## config.mk

```make
export PLATFORM = sky130hd
export DESIGN_NAME = rc4_encryptor
export DESIGN_NICKNAME = d
export VERILOG_FILES = /design/src/rtl/rc4_pkg.sv /design/src/rtl/rc4_encryptor.sv
export SDC_FILE = /design/constraint.sdc
export NUM_CORES = 1
export LEC_CHECK = 0
export ABC_AREA = 1
export BUFFER_PORTS_ARGS = -buffer_cell sky130_fd_sc_hd__buf_2
export CAP_MARGIN = 25
export CORE_MARGIN = 4
export CORE_UTILIZATION = 60
export CTS_CLUSTER_SIZE = 12
export DETAILED_ROUTE_END_ITERATION = 16
export GPL_TIMING_DRIVEN = 0
export HOLD_SLACK_MARGIN = 0.15
export PLACE_DENSITY = 0.92
export SYNTH_ARGS = -nofsm -noshare
export SYNTH_HDL_FRONTEND = slang
export SYNTH_SLANG_ARGS = --single-unit
```

## constraint.sdc

```tcl
create_clock -name clk -period 7.11 [get_ports clk]
set_input_delay 0.3555 -clock clk [delete_from_list [all_inputs] [get_ports clk]]
set_output_delay 0.3555 -clock clk [all_outputs]
set_load 0.02 [all_outputs]
```

## src/rtl/rc4_pkg.sv

```systemverilog
// RC4 shared definitions for the encryptor and the cracker cores.
//   rc4_state_e : FSM states for S init, KSA and PRGA sequencing
//   S_SIZE      : number of entries in the S permutation RAM
//   KEY_BYTES   : secret key length in bytes (24-bit key)
//   key_byte()  : selects one key byte, byte0 being the most significant
package rc4_pkg;

    localparam int S_SIZE    = 256;
    localparam int KEY_BYTES = 3;

    typedef enum logic [3:0] {
        IDLE,
        INIT,
        K_RD_I,
        K_RD_J,
        K_WR_I,
        K_WR_J,
        P_RD_I,
        P_RD_J,
        P_WR_I,
        P_WR_J,
        P_RD_F,
        P_XOR,
        DONE
    } rc4_state_e;

    function automatic logic [7:0] key_byte(input logic [23:0] key, input logic [1:0] idx);
        case (idx)
            2'd0:    return key[23:16];
            2'd1:    return key[15:8];
            default: return key[7:0];
        endcase
    endfunction

endpackage

```

## src/rtl/rc4_encryptor.sv

```systemverilog
// Single-key RC4 encryption engine.
// Initialises an external 256x8 S RAM, runs the key schedule, then generates
// the keystream and XORs it with a MSG_LEN-byte plaintext ROM, writing the
// ciphertext RAM. All memories are synchronous with 1-cycle read latency.
// Ports:
//   clk, reset_n          : clock, synchronous active-low reset
//   start, secret_key     : request (honoured in IDLE) and 24-bit key
//   busy, done            : run in progress / one-cycle completion pulse
//   s_addr/s_wdata/s_we   : S RAM write/read address, data, enable
//   s_rdata               : S RAM read data (one cycle after s_addr)
//   pt_addr/pt_rdata      : plaintext ROM address and data
//   ct_addr/ct_wdata/ct_we: ciphertext RAM write port
module rc4_encryptor
    import rc4_pkg::*;
#(
    parameter int MSG_LEN = 32
) (
    input  logic        clk,
    input  logic        reset_n,
    input  logic        start,
    input  logic [23:0] secret_key,
    output logic        busy,
    output logic        done,
    output logic [7:0]  s_addr,
    output logic [7:0]  s_wdata,
    output logic        s_we,
    input  logic [7:0]  s_rdata,
    output logic [7:0]  pt_addr,
    input  logic [7:0]  pt_rdata,
    output logic [7:0]  ct_addr,
    output logic [7:0]  ct_wdata,
    output logic        ct_we
);

    localparam logic [7:0] S_LAST   = 8'(S_SIZE - 1);
    localparam logic [7:0] K_LAST   = 8'(MSG_LEN - 1);
    localparam logic [1:0] KIDX_MAX = 2'(KEY_BYTES - 1);

    rc4_state_e  r_state;
    rc4_state_e  w_state_nxt;

    logic [23:0] r_key;
    logic [7:0]  r_i;
    logic [7:0]  r_j;
    logic [7:0]  r_k;
    logic [1:0]  r_kidx;    // i mod 3, kept as a wrapping counter
    logic [7:0]  r_si;
    logic [7:0]  r_sj;
    logic [7:0]  r_pt;

    logic [7:0]  w_key_byte;
    logic [7:0]  w_j_next;
    logic [7:0]  w_i_inc;
    logic [7:0]  w_f_addr;

    assign w_key_byte = key_byte(r_key, r_kidx);
    // Shared j update: KSA adds the key byte, PRGA adds only S[i].
    assign w_j_next   = r_j + s_rdata + ((r_state == K_RD_J) ? w_key_byte : 8'd0);
    assign w_i_inc    = r_i + 8'd1;
    assign w_f_addr   = r_si + r_sj;

    always_ff @(posedge clk) begin
        if (!reset_n) begin
            r_state <= IDLE;
        end else begin
            r_state <= w_state_nxt;
        end
    end

    always_comb begin
        w_state_nxt = r_state;
        busy        = 1'b0;
        done        = 1'b0;
        s_addr      = 8'd0;
        s_wdata     = 8'd0;
        s_we        = 1'b0;
        pt_addr     = 8'd0;
        ct_addr     = 8'd0;
        ct_wdata    = 8'd0;
        ct_we       = 1'b0;
        case (r_state)
            IDLE: begin
                if (start) w_state_nxt = INIT;
            end
            INIT: begin
                busy    = 1'b1;
                s_addr  = r_i;
                s_wdata = r_i;
                s_we    = 1'b1;
                if (r_i == S_LAST) w_state_nxt = K_RD_I;
            end
            K_RD_I: begin
                busy        = 1'b1;
                s_addr      = r_i;
                w_state_nxt = K_RD_J;
            end
            K_RD_J: begin
                busy        = 1'b1;
                s_addr      = w_j_next;
                w_state_nxt = K_WR_I;
            end
            K_WR_I: begin
                busy        = 1'b1;
                s_addr      = r_i;
                s_wdata     = s_rdata;
                s_we        = 1'b1;
                w_state_nxt = K_WR_J;
            end
            K_WR_J: begin
                busy        = 1'b1;
                s_addr      = r_j;
                s_wdata     = r_si;
                s_we        = 1'b1;
                w_state_nxt = (r_i == S_LAST) ? P_RD_I : K_RD_I;
            end
            P_RD_I: begin
                busy        = 1'b1;
                s_addr      = w_i_inc;
                w_state_nxt = P_RD_J;
            end
            P_RD_J: begin
                busy        = 1'b1;
                s_addr      = w_j_next;
                w_state_nxt = P_WR_I;
            end
            P_WR_I: begin
                busy        = 1'b1;
                s_addr      = r_i;
                s_wdata     = s_rdata;
                s_we        = 1'b1;
                pt_addr     = r_k;
                w_state_nxt = P_WR_J;
            end
            P_WR_J: begin
                busy        = 1'b1;
                s_addr      = r_j;
                s_wdata     = r_si;
                s_we        = 1'b1;
                w_state_nxt = P_RD_F;
            end
            P_RD_F: begin
                busy        = 1'b1;
                s_addr      = w_f_addr;
                w_state_nxt = P_XOR;
            end
            P_XOR: begin
                busy        = 1'b1;
                ct_addr     = r_k;
                ct_wdata    = s_rdata ^ r_pt;
                ct_we       = 1'b1;
                w_state_nxt = (r_k == K_LAST) ? DONE : P_RD_I;
            end
            DONE: begin
                done        = 1'b1;
                w_state_nxt = IDLE;
            end
            default: w_state_nxt = IDLE;
        endcase
    end

    // Index counters: cleared on reset and on every accepted start.
    always_ff @(posedge clk) begin
        if (!reset_n) begin
            r_i    <= 8'd0;
            r_j    <= 8'd0;
            r_k    <= 8'd0;
            r_kidx <= 2'd0;
        end else begin
            case (r_state)
                IDLE: begin
                    if (start) begin
                        r_i    <= 8'd0;
                        r_j    <= 8'd0;
                        r_k    <= 8'd0;
                        r_kidx <= 2'd0;
                    end
                end
                INIT:   r_i <= w_i_inc;   // wraps to 0 for the KSA
                K_RD_J: r_j <= w_j_next;
                K_WR_J: begin
                    r_i    <= w_i_inc;    // wraps to 0 for the PRGA
                    r_kidx <= (r_kidx == KIDX_MAX) ? 2'd0 : r_kidx + 2'd1;
                    if (r_i == S_LAST) begin
                        r_j <= 8'd0;
                        r_k <= 8'd0;
                    end
                end
                P_RD_I: r_i <= w_i_inc;
                P_RD_J: r_j <= w_j_next;
                P_XOR:  r_k <= r_k + 8'd1;
                default: ;
            endcase
        end
    end

    // Data captures carry no reset; they are always written before use.
    always_ff @(posedge clk) begin
        if (r_state == IDLE && start) r_key <= secret_key;
        if (r_state == K_RD_J || r_state == P_RD_J) r_si <= s_rdata;
        if (r_state == K_WR_I || r_state == P_WR_I) r_sj <= s_rdata;
        if (r_state == P_WR_J) r_pt <= pt_rdata;
    end

endmodule

```

==> key figures, run 1 <==
Synth
  • Synth area leaders: edfxtp_1 (32%), dfxtp_1 (13%), nand2_1 (12%)
  • Synth area leader: edfxtp_1
  • #FFs+latches synth: just under 80
  • Netlist Area Pre-Place: approximately 4500 um2
  • Distinct cells, synth: 40
  • Cells after Synth: 555
  • Post-synth EDFFs: 48
  • Yosys top cell area share: 31.84%
  • Seq/Total Area, Yosys: a little under half
  • Synth Area per Inst: 8.156 um2
  • Post-synth ARST share: 0%
  • Synthesized Nets: 622
  • Ys Warns: 0
  • Post-synth top flop: edfxtp_1

GRT
  • All-Layer GR Usage: approximately 28%
  • Vias in the first global route: 4067
  • Initial antenna violation count: 0
  • Largest net degree at the start of global routing: 26
  • Global route overflow: 0
  • First-pass GRT wire length: 19.29 mm

Placement
  • Dpl ws: 3.421 ns
  • DP HPWL: 9.176 mm
  • Routability congestion estimate: 0.9948
  • I/O Buffers: 86

CTS
  • CTS tree: built
  • Clock buffer depth: 2
  • CTS buffer count: 9
  • Post-CTS Setup Bufs: 0
  • # resized after CTS: 0
  • Root buffer cell: clkbuf_8
  • Cts hold-fix bufs: 0
  • Clk sinks: 78
  • Clock Latency Late Sink: 0.36 ns
  • Clock Pin Slew Worst Setup and Hold Paths: 0.09 ns
  • H-tree levels: 3

Critical path
  • Critical path class: reg2out
  • CP cell instances: buf_2 > nor2_2 > nand2_1 > a311o_1 > fa_1 > inv_1 > ha_1 > inv_1 > fa_1 > o21bai_1 > nor2_1 > nor3b_1 > nand3b_1 > buf_2
  • Critical Path Start: r_kidx[1]
  • Reg-to-reg startpoint: r_kidx[1]
  • CP arrival: 3.83 ns
  • CP Max Fanout: 10
  • Worst Setup End Kind: output pin
  • R2R Path End: r_j[5]
  • Worst Setup Start Kind: register
  • CP endpoint: s_addr[5]
  • Slack of the worst reg-to-reg path: 3.74 ns
  • CP peak stage delay: 0.44 ns
  • Path depth of the worst reg2reg path: 14
  • WP depth: 14
  • Worst path buffer plus inverter count: 4
  • Delay-heaviest family, CP: simple AND/OR/NAND/NOR gates
  • Worst Path Required: just under 7 ns
  • Slowest library cell on the worst path: fa_1

STA
  • Setup TNS: 0 ns
  • Final Slew Violations: 0
  • Period utilization: 58.82%
  • Clk_skew: 0.01280 ns
  • Post-route setup slack: between 2 and 3 ns
  • Final setup fails: 0
  • Post-layout min period: about 4.2 ns
  • Slew headroom: between 40% and 50%
  • Least-Margin Pin Slew: 0.8974 ns
  • Hold_ws: 0.1727 ns
  • RSZ-0062 raised after global routing: false
  • Maximum clock frequency: 239.1 MHz
  • Fin. Hold Viols: 0

Power
  • Sw Ratio: 31.51%
  • Clock power frac: 31.8%
  • Max VDD drop: 0.0001602 V
  • Comb pwr share: 23.4%
  • Flop pwr share: around 45%
  • Switch Pwr: 0.3864 mW
  • Leak: about 2.4 nW
  • PD cells: 229.9 nW/um2
  • Internal: 0.8400 mW

Final layout
  • Area Overhead vs Synth: 17.86%
  • Fillcell total: 542
  • Share of layout cells above drive strength 1: approximately a fifth
  • Final #Nets: about 720
  • N_diodes: 0
  • Most common cell after layout, fill and taps aside: nand2_1
  • Most frequent cells in the layout: nand2_1 (141), buf_2 (91), inv_1 (68)

Run
  • Max_cap viols: 0

Drt
  • WL per Instance: between 15 and 20 um
  • Drt total wl: 12.21 mm
  • DRC errors left: 0
  • Vias: 4361
  • Pre-antenna DRT Iters: 6
  • ANT nets after route: 0
  • Vias per inst: 5.753
  • Drt initial violations: approximately 510

Floorplanning
  • Die Y: 94.86 um
  • Rows: 31
  • Core area: 7292 um2
  • Die extent in x: 94.86 um
  • Die area: roughly 9000 um2
  • Ports: 87
  • Effective utilization at floorplan: between 60 and 70%

Min path
  • Worst min path class: in2reg

Outcome
  • Run status: finished, final reports clean
[cells in the mapped netlist, drive strengths merged (6+ instances only)]
| cell | instances |
|---|---|
| inv | 71 |
| nor2 | 58 |
| fa | 9 |
| a22oi | 6 |
| or2 | 6 |
| nand3 | 49 |
| xnor2 | 9 |
| ha | 15 |
| o21ai | 16 |
| nand2 | 143 |
| a311o | 7 |
| nor3 | 7 |
| edfxtp | 48 |
| a21oi | 40 |
| buf | 6 |
| nand4 | 9 |
| dfxtp | 30 |
[cell type report]
class	instances	area [um2]	share of cell area, %
plain buffers	10	47.55	0.8912
clock buffers	13	170.2	3.189
clock inverters	3	65.06	1.220
inverters	73	274.0	5.136
multi-input cells	394	2163	40.55
flip-flops and latches	78	2042	38.27
well taps	99	123.9	2.322
repair buffers	88	449.2	8.419
[cell families (layout without fill, tap and decap cells)]
family          count (synthesis)  count (layout)  synth area share [%]
buf+inv                        83             187                 7.103
xor+xnor                       12              12                 2.322
simple gates                  276             276                 26.20
fa+ha+maj                      24              24                 8.126
compound gates                 82              82                 11.14
flops                          78              78                 45.11
[per-stage QoR]
step / util (%) / power [mW] / instances / instance area, um2
6_report: 73.16 / 1.226 / 758 / 5335
5_1_grt: 73.16 / 1.271 / 758 / 5335
4_1_cts: 73.06 / 1.215 / 757 / 5328
3_5_place_dp: 69.84 / 0.8365 / 741 / 5092
3_3_place_gp: 69.68 / 0.8208 / 740 / 5081
2_1_floorplan: - / 0.7427 / 555 / 4527
[layer usage]
metal / part of all wire, % / wire length, um / global-route usage (%) / vias to the layer above
li1: - / - / - / 2054
met1: 38 / 4663 / 34.40 / 1989
met2: 49 / 6042 / 48.62 / 281
met3: 9.5 / 1166 / 5.179 / 37
met4: 2.8 / 341 / 11.66 / 0
met5: 0 / 0 / 0 / -
[flip-flops by register name (all words and copies together), names as in the netlist]
register,flops
r_kidx,2
r_key,24
r_i,8
r_si,8
r_j,8
r_pt,8
r_k,8
r_sj,8
r_state,4
[power by group through the flow]
stage	clock [mW]	sequential, mW	combinational [mW]
6_report	0.390	0.550	0.287
3_5_place_dp	0	0.559	0.278
5_1_grt	0.409	0.552	0.310
2_1_floorplan	0	0.552	0.191
3_3_place_gp	0	0.557	0.264
4_1_cts	0.386	0.548	0.280
[worst min-delay path by stage]
stage,start,depth (start not counted),to
6_report,pt_rdata[0],1,r_pt[0]
5_1_grt,secret_key[9],1,r_key[9]
4_1_cts,pt_rdata[0],1,r_pt[0]
3_5_place_dp,r_k[4],2,r_k[4]
3_3_place_gp,r_k[4],2,r_k[4]
2_1_floorplan,r_j[1],2,r_j[1]
Power figures use the tool's default switching activity.
==> run 2, diff against run 1 <==
--- a/config.mk
+++ b/config.mk
@@ -9,12 +9,12 @@
 export BUFFER_PORTS_ARGS = -buffer_cell sky130_fd_sc_hd__buf_2
 export CAP_MARGIN = 25
 export CORE_MARGIN = 4
-export CORE_UTILIZATION = 60
+export CORE_UTILIZATION = 56
 export CTS_CLUSTER_SIZE = 12
 export DETAILED_ROUTE_END_ITERATION = 16
 export GPL_TIMING_DRIVEN = 0
 export HOLD_SLACK_MARGIN = 0.15
-export PLACE_DENSITY = 0.92
+export PLACE_DENSITY = 0.87
 export SYNTH_ARGS = -nofsm -noshare
 export SYNTH_HDL_FRONTEND = slang
 export SYNTH_SLANG_ARGS = --single-unit
==> constraint.sdc (replaced) <==
create_clock -name clk -period 4.4 [get_ports clk]
set_input_delay 0.22 -clock clk [delete_from_list [all_inputs] [get_ports clk]]
set_output_delay 0.22 -clock clk [all_outputs]
set_load 0.02 [all_outputs]
==> run 2 against run 1 <==
Against the previous run:
- wire length rose by 3.6%
- cell count rose by 5.3%
- clock skew fell by 0.0089 ns
- critical path depth did not move
- global-route usage fell by 1.3 points
- sequential power rose by 61%
- design area rose by 6.1%
- via count rose by 1.8%
- hold slack improved by 0.0032 ns
- register-to-register slack got worse by 2.7 ns
- sequential cell count did not move
- clock power rose by 29%
- critical endpoint unchanged
==> key figures, run 2 (synthesis results as in run 1) <==
Final layout
  • Footprint of the multi-input gates: 2163 um2 (unchanged)
  • Largest register FFs: 24 (unchanged)
  • Share of layout cells above drive strength 1: 18.10% (-0.86 points)
  • N_diodes: 0 (unchanged)
  • Area Overhead vs Synth: 24.99%
  • Sequential Area: 2042 um2 (unchanged)
  • Final #Nets: 758 (+5.1%)
  • Fillcell total: 593 (+9.4%)
  • Most frequent cells in the layout: nand2_1 (141), buf_2 (91), inv_1 (68)
  • Largest Register: r_key
  • Most common cell after layout, fill and taps aside: nand2_1

Drt
  • Metal2 WL: 6.232 mm (+3.1%)
  • Vias: 4439 (+1.8%)
  • WL met1: 4.916 mm (+5.4%)
  • WL per Instance: 15.86 um (-1.6%)
  • DRC errors left: 0 (unchanged)
  • ANT nets after route: 0 (unchanged)
  • Drt total wl: 12.66 mm (+3.6%)
  • Drt initial violations: 315 (-38%)
  • Met3 routed WL: 1.019 mm (-13%)
  • Vias per inst: 5.563 (-3.3%)
  • Top layer used by detailed routing: met4
  • Pre-antenna DRT Iters: 5 (-1)

STA
  • Fin. Hold Viols: 0 (unchanged)
  • Slew headroom: 37.31% (-2.8 points)
  • Post-layout min period: 4.027 ns
  • Period utilization: 91.53%
  • RSZ-0062 raised after global routing: false
  • Setup TNS: 0 ns (unchanged)
  • Maximum clock frequency: 248.3 MHz
  • Final Slew Violations: 0 (unchanged)
  • Final setup fails: 0 (unchanged)
  • Least-Margin Pin Slew: 0.9369 ns (+0.03943 ns)
  • Clk_skew: 0.003949 ns (-0.008856 ns)

Power
  • PD cells: 331.5 nW/um2 (+44%)
  • Max VDD drop: 0.0002967 V (+85%)
  • Tot Pwr: 1.876 mW (+53%)
  • Leak: 2.527 nW (+5.1%)

CTS
  • Clock Pin Slew Worst Setup and Hold Paths: 0.08 ns (about the same)
  • CTS tree: built
  • Clock buffer depth: 2 (unchanged)
  • Clk sinks: 78 (unchanged)
  • Clock Latency Late Sink: 0.37 ns (about the same)
  • Root buffer cell: clkbuf_8
  • CTS buffer count: 9 (unchanged)
  • H-tree levels: 3 (unchanged)
  • Post-CTS Setup Bufs: 0 (unchanged)

GRT
  • Global route overflow: 0 (unchanged)
  • First-pass GRT wire length: 20.56 mm (+6.6%)
  • All-Layer GR Usage: 26.85% (-1.3 points)
  • Vias in the first global route: 4243 (+4.3%)
  • Largest net degree at the start of global routing: 26 (unchanged)
  • Initial antenna violation count: 0 (unchanged)

Critical path
  • CP arrival: 3.81 ns (-0.02 ns)
  • Worst Setup End Kind: output pin
  • CP peak stage delay: 0.43 ns (about the same)
  • CP cell instances: buf_2 > nor2_2 > nand2_1 > a311o_1 > fa_1 > inv_1 > ha_1 > inv_1 > fa_1 > o21bai_1 > nor2_1 > nor3b_1 > nand3b_1 > buf_2
  • Critical path class: reg2out
  • Worst Path Required: 4.18 ns (-2.57 ns)
  • CP Max Fanout: 10 (unchanged)
  • Slowest library cell on the worst path: fa_1
  • Path depth of the worst reg2reg path: 14 (unchanged)
  • Worst Setup Start Kind: register

Floorplanning
  • Ports: 87 (unchanged)
  • Die area: 9586 um2 (+6.5%)
  • Die extent in x: 97.91 um (+3.2%)
  • Effective utilization at floorplan: 57.98% (-4.1 points)
  • Rows: 32 (+3.2%)
  • Core area: 7807 um2 (+7.1%)
  • Die Y: 97.91 um (+3.2%)

Min path
  • Worst min path class: in2reg
  • Hold Path Stages: 1 (unchanged)

Placement
  • Routability congestion estimate: 0.9527 (-4.2%)
  • DP HPWL: 8.956 mm (-2.4%)
  • I/O Buffers: 86 (unchanged)

Run
  • Max_cap viols: 0 (unchanged)

Outcome
  • Run status: finished, final reports clean
## run 2: worst max-delay path, delay by kind of cell (launching register included)
kind | cells | cell delay (ns)
compound gates | 2 | 0.55
buf+inv | 4 | 0.50
simple gates | 5 | 1.01
fa+ha+maj | 3 | 1.06
flops | 1 | 0.30
## run 2: where the power goes
part / switching (mW) / internal, mW / leakage, nW
clock network: 0.293 / 0.211 / 0.0877
logic: 0.330 / 0.156 / 1.75
registers: 0.0331 / 0.853 / 0.686
total: 0.656 / 1.22 / 2.53
## run 2: path summary, 6_finish.rpt
path	from	to	slack, ns
min reg2reg	r_k[4]	r_k[4]	0.48
max reg2reg	r_kidx[1]	r_j[5]	1.09
min	s_rdata[6]	r_sj[6]	0.18
max	r_kidx[1]	s_addr[5]	0.37
## run 2: what timing repair did
| action | CTS | global route |
|---|---|---|
| endpoints found under the setup margin | 0 | 0 |
| hold endpoints to repair | 42 | 1 |
| gates resized for setup | 0 | 0 |
| hold buffers | 37 | 1 |
## run 2: through the flow
stage,worst slack [ns],instance area [um2],instances,hold slack [ns],utilization (%)
final,0.3729,5658,798,0.1759,72.47
after global routing,0.08784,5658,798,0.1739,72.47
after CTS,0.3959,5648,797,0.1564,72.34
after detailed placement,0.8085,5096,744,0.3981,65.27
after global placement,0.8904,5085,743,0.3966,65.13
after floorplan,1.331,4527,555,0.3189,-
## run 2: area by class of cell
class / instances / area share [%]
Multi-Input combinational cell: 394 / 38.24
Sequential cell: 78 / 36.09
Timing Repair Buffer: 125 / 14.53
Inverter: 73 / 4.843
Tap cell: 102 / 2.256
Clock buffer: 9 / 2.189
Clock inverter: 7 / 1.017
Buffer: 10 / 0.8403
## run 2: per-layer routing
metal	GRT usage, %	vias up
met4	12.67	0
met3	5.714	39
met2	45.24	207
met1	32.84	2065
met5	0	-
li1	-	2128
==> run 3, diff against run 2 <==
--- a/config.mk
+++ b/config.mk
@@ -5,7 +5,6 @@
 export SDC_FILE = /design/constraint.sdc
 export NUM_CORES = 1
 export LEC_CHECK = 0
-export ABC_AREA = 1
 export BUFFER_PORTS_ARGS = -buffer_cell sky130_fd_sc_hd__buf_2
 export CAP_MARGIN = 25
 export CORE_MARGIN = 4
==> run 3 against run 2 <==
Against the previous run:
- power is 11% lower
- clock power rose by 18%
- via count fell by 6.7%
- critical path depth rose by 1
- die area increased by 0.91%
- critical path type unchanged
- clock skew up 0.0014 ns
- combinational power down 49%
- design area grew 1.3%
- hold slack got worse by 0.0077 ns
- largest power group unchanged
- synthesized cell count is 14% lower
- highest routed layer unchanged
- global-route usage down 0.46 points
- sequential cell count did not move
==> key figures, run 3 <==
Outcome
  • Run status: finished, final reports clean

Drt
  • ANT nets after route: 0 (unchanged)
  • Vias per inst: 5.792 (+4.1%)
  • Drt initial violations: 400 (+27%)
  • Vias: 4141 (-6.7%)
  • Drt total wl: 12.53 mm (-0.98%)
  • DRC errors left: 0 (unchanged)
  • WL per Instance: 17.53 um (+11%)
  • Pre-antenna DRT Iters: 8 (+3)

Floorplanning
  • Die Y: 98.36 um (+0.45%)
  • Ports: 87 (unchanged)
  • Core area: 7848 um2 (+0.51%)
  • Rows: 32 (unchanged)
  • Effective utilization at floorplan: 58.26% (+0.28 points)
  • Die area: 9674 um2 (+0.91%)
  • Die extent in x: 98.36 um (+0.45%)

Critical path
  • CP peak stage delay: 0.54 ns (+0.11 ns)
  • WP depth: 15 (+1)
  • Worst Setup End Kind: output pin
  • CP Max Fanout: 10 (unchanged)
  • Worst Path Required: 4.18 ns (about the same)
  • Slowest library cell on the worst path: fa_1
  • Critical path class: reg2out
  • CP cell instances: clkbuf_1 > buf_1 > nor2_1 > a21oi_1 > nor2_1 > fa_1 > inv_1 > fa_1 > nor2b_1 > o31ai_1 > a21oi_1 > xnor2_1 > nand2_1 > o211ai_1 > buf_2
  • Worst Setup Start Kind: register
  • Delay-heaviest family, CP: adder cells
  • CP arrival: 3.87 ns (+0.06 ns)
  • Path depth of the worst reg2reg path: 14 (unchanged)
  • Worst path buffer plus inverter count: 4 (unchanged)

Min path
  • Hold Path Stages: 1 (unchanged)
  • Worst min path class: in2reg

Synth
  • Synth area leaders: edfxtp_1 (32%), dfxtp_1 (13%), nor2_1 (4.2%)
  • Post-synth top flop: edfxtp_1
  • Seq/Total Area, Yosys: 44.66% (-0.44 points)
  • Distinct cells, synth: 54 (+35%)
  • Post-synth EDFFs: 48 (unchanged)
  • Synth Area per Inst: 9.605 um2 (+18%)
  • #FFs+latches synth: 78 (unchanged)
  • Cells after Synth: 476 (-14%)
  • Top cells by count, synth: nor2_1 (51), edfxtp_1 (48), nand2_1 (35)
  • Ys Warns: 0 (unchanged)
  • Most numerous cell in the Yosys netlist: nor2_1
  • Synthesized Nets: 543 (-13%)
  • Netlist Area Pre-Place: 4572 um2 (+1.0%)
  • Synth area leader: edfxtp_1
  • Yosys top cell area share: 31.53% (-0.31 points)
  • Post-synth ARST share: 0% (unchanged)

Final layout
  • Final #Nets: 675 (-11%)
  • Footprint of the multi-input gates: 2307 um2 (+6.7%)
  • Fillcell total: 571 (-3.7%)
  • Share of layout cells above drive strength 1: 20.39% (+2.3 points)
  • Final core area utilization: 73.07% (+0.60 points)
  • Largest Register: r_key
  • N_diodes: 0 (unchanged)
  • Largest register FFs: 24 (unchanged)
  • Most common cell after layout, fill and taps aside: buf_2
  • Sequential Area: 2042 um2 (unchanged)
  • Area Overhead vs Synth: 25.42%
  • Most frequent cells in the layout: buf_2 (91), nor2_1 (51), edfxtp_1 (48)

CTS
  • CTS tree: built
  • Clock buffer depth: 2 (unchanged)
  • Clock Latency Late Sink: 0.35 ns (-0.02 ns)
  • Clock Pin Slew Worst Setup and Hold Paths: 0.08 ns (about the same)
  • Clk sinks: 78 (unchanged)
  • Root buffer cell: clkbuf_8
  • H-tree levels: 3 (unchanged)
  • CTS buffer count: 9 (unchanged)

GRT
  • Vias in the first global route: 4049 (-4.6%)
  • All-Layer GR Usage: 26.39% (-0.46 points)
  • Initial antenna violation count: 0 (unchanged)
  • Global route overflow: 0 (unchanged)
  • First-pass GRT wire length: 20.33 mm (-1.1%)
  • Largest net degree at the start of global routing: 28 (+7.7%)

STA
  • Post-layout min period: 4.095 ns (+0.06785 ns)
  • Least-Margin Pin Slew: 0.8530 ns (-0.08384 ns)
  • Slew headroom: 43.07% (+5.8 points)
  • Final Slew Violations: 0 (unchanged)
  • Setup TNS: 0 ns (unchanged)
  • Clk_skew: 0.005318 ns (+0.001370 ns)
  • Fin. Hold Viols: 0 (unchanged)
  • RSZ-0062 raised after global routing: false
  • Final setup fails: 0 (unchanged)
  • Period utilization: 93.07% (+1.5 points)
  • Maximum clock frequency: 244.2 MHz (-1.7%)

Power
  • Clock power frac: 35.9% (+9.0 points)
  • Sw Ratio: 25.67% (-9.3 points)
  • Tot Pwr: 1.663 mW (-11%)
  • Internal: 1.236 mW (+1.3%)
  • Comb pwr share: 14.8% (-11 points)
  • Leak: 2.379 nW (-5.9%)
  • Flop pwr share: 49.3% (+2.0 points)
  • Switch Pwr: 0.4268 mW (-35%)
  • Max VDD drop: 0.0002840 V (-4.3%)
  • PD cells: 290.0 nW/um2 (-13%)

Placement
  • DP HPWL: 8.666 mm (-3.2%)
  • Routability congestion estimate: 0.9412 (-1.2%)
  • I/O Buffers: 85 (-1.2%)

Run
  • Max_cap viols: 0 (unchanged)
run 3: cell types whose count changed in the layout (fill, tap and decap cells not counted), sizes merged, moves of 12 or more:
cell	before	now
nand3	49	16
nand2	143	35
and2	0	22
nor2b	0	17
inv	73	27
o21ai	16	28
run 3: metrics by stage:
| step | area, um2 | hold WS, ns | instances | setup WS (ns) |
|---|---|---|---|---|
| after floorplan | 4572 | 0.3189 | 476 | 1.194 |
| after global placement | 5125 | 0.3962 | 663 | 0.7454 |
| after detailed placement | 5125 | 0.3981 | 663 | 0.5735 |
| after CTS | 5697 | 0.1595 | 714 | 0.1765 |
| after global routing | 5734 | 0.1580 | 715 | 0.08276 |
| final | 5734 | 0.1682 | 715 | 0.3050 |
run 3: logic make-up (layout without fill, tap and decap cells):
logic type,count (synthesis),count (layout),synth area share (%)
buffers and inverters,51,188,4.871
XOR/XNOR,25,25,4.789
multiplexers,9,9,1.971
adder cells (fa/ha/maj),24,24,8.046
flip-flops,78,78,44.66
AND/OR/NAND/NOR,177,177,19.35
AO/OA/AOI/OAI,112,112,16.31
run 3: cell type report:
class                           count  area share (%)
Buffer                             24           2.117
Clock buffer                       10           2.226
Clock inverter                      6           1.636
Inverter                           26           1.702
Multi-Input combinational cell    347           40.24
Sequential cell                    78           35.61
Tap cell                          102           2.226
Timing Repair Buffer              122           14.25
run 3: routing by layer:
metal	GRT usage, %	part of all wire [%]	vias up
li1	-	-	1955
met5	0	0	-
met4	7.668	2.0	0
met1	32.24	39	1958
met2	45.66	50	210
met3	7.214	8.8	18
run 3: final timing paths:
| check | from | to | slack [ns] |
|---|---|---|---|
| setup / recovery | r_kidx[1] | s_addr[7] | 0.31 |
| hold reg to reg | r_k[7] | r_k[7] | 0.50 |
| setup reg to reg | r_kidx[1] | r_j[7] | 0.97 |
| hold / removal | s_rdata[2] | r_si[2] | 0.17 |
run 3: power by group through the flow:
| stage | Clock [mW] | Sequential (mW) | Combinational (mW) |
|---|---|---|---|
| floorplan | 0 | 0.832 | 0.141 |
| global placement | 0 | 0.835 | 0.200 |
| detailed placement | 0 | 0.836 | 0.207 |
| CTS | 0.600 | 0.820 | 0.233 |
| global route | 0.634 | 0.822 | 0.271 |
| finish | 0.596 | 0.820 | 0.247 |
run 3: timing repair:
item                                   CTS  global route
gates resized for setup                  0             0
endpoints found under the hold margin   38             0
setup endpoints to repair                0             2
hold buffers                            35             0
buffers inserted                         0             0
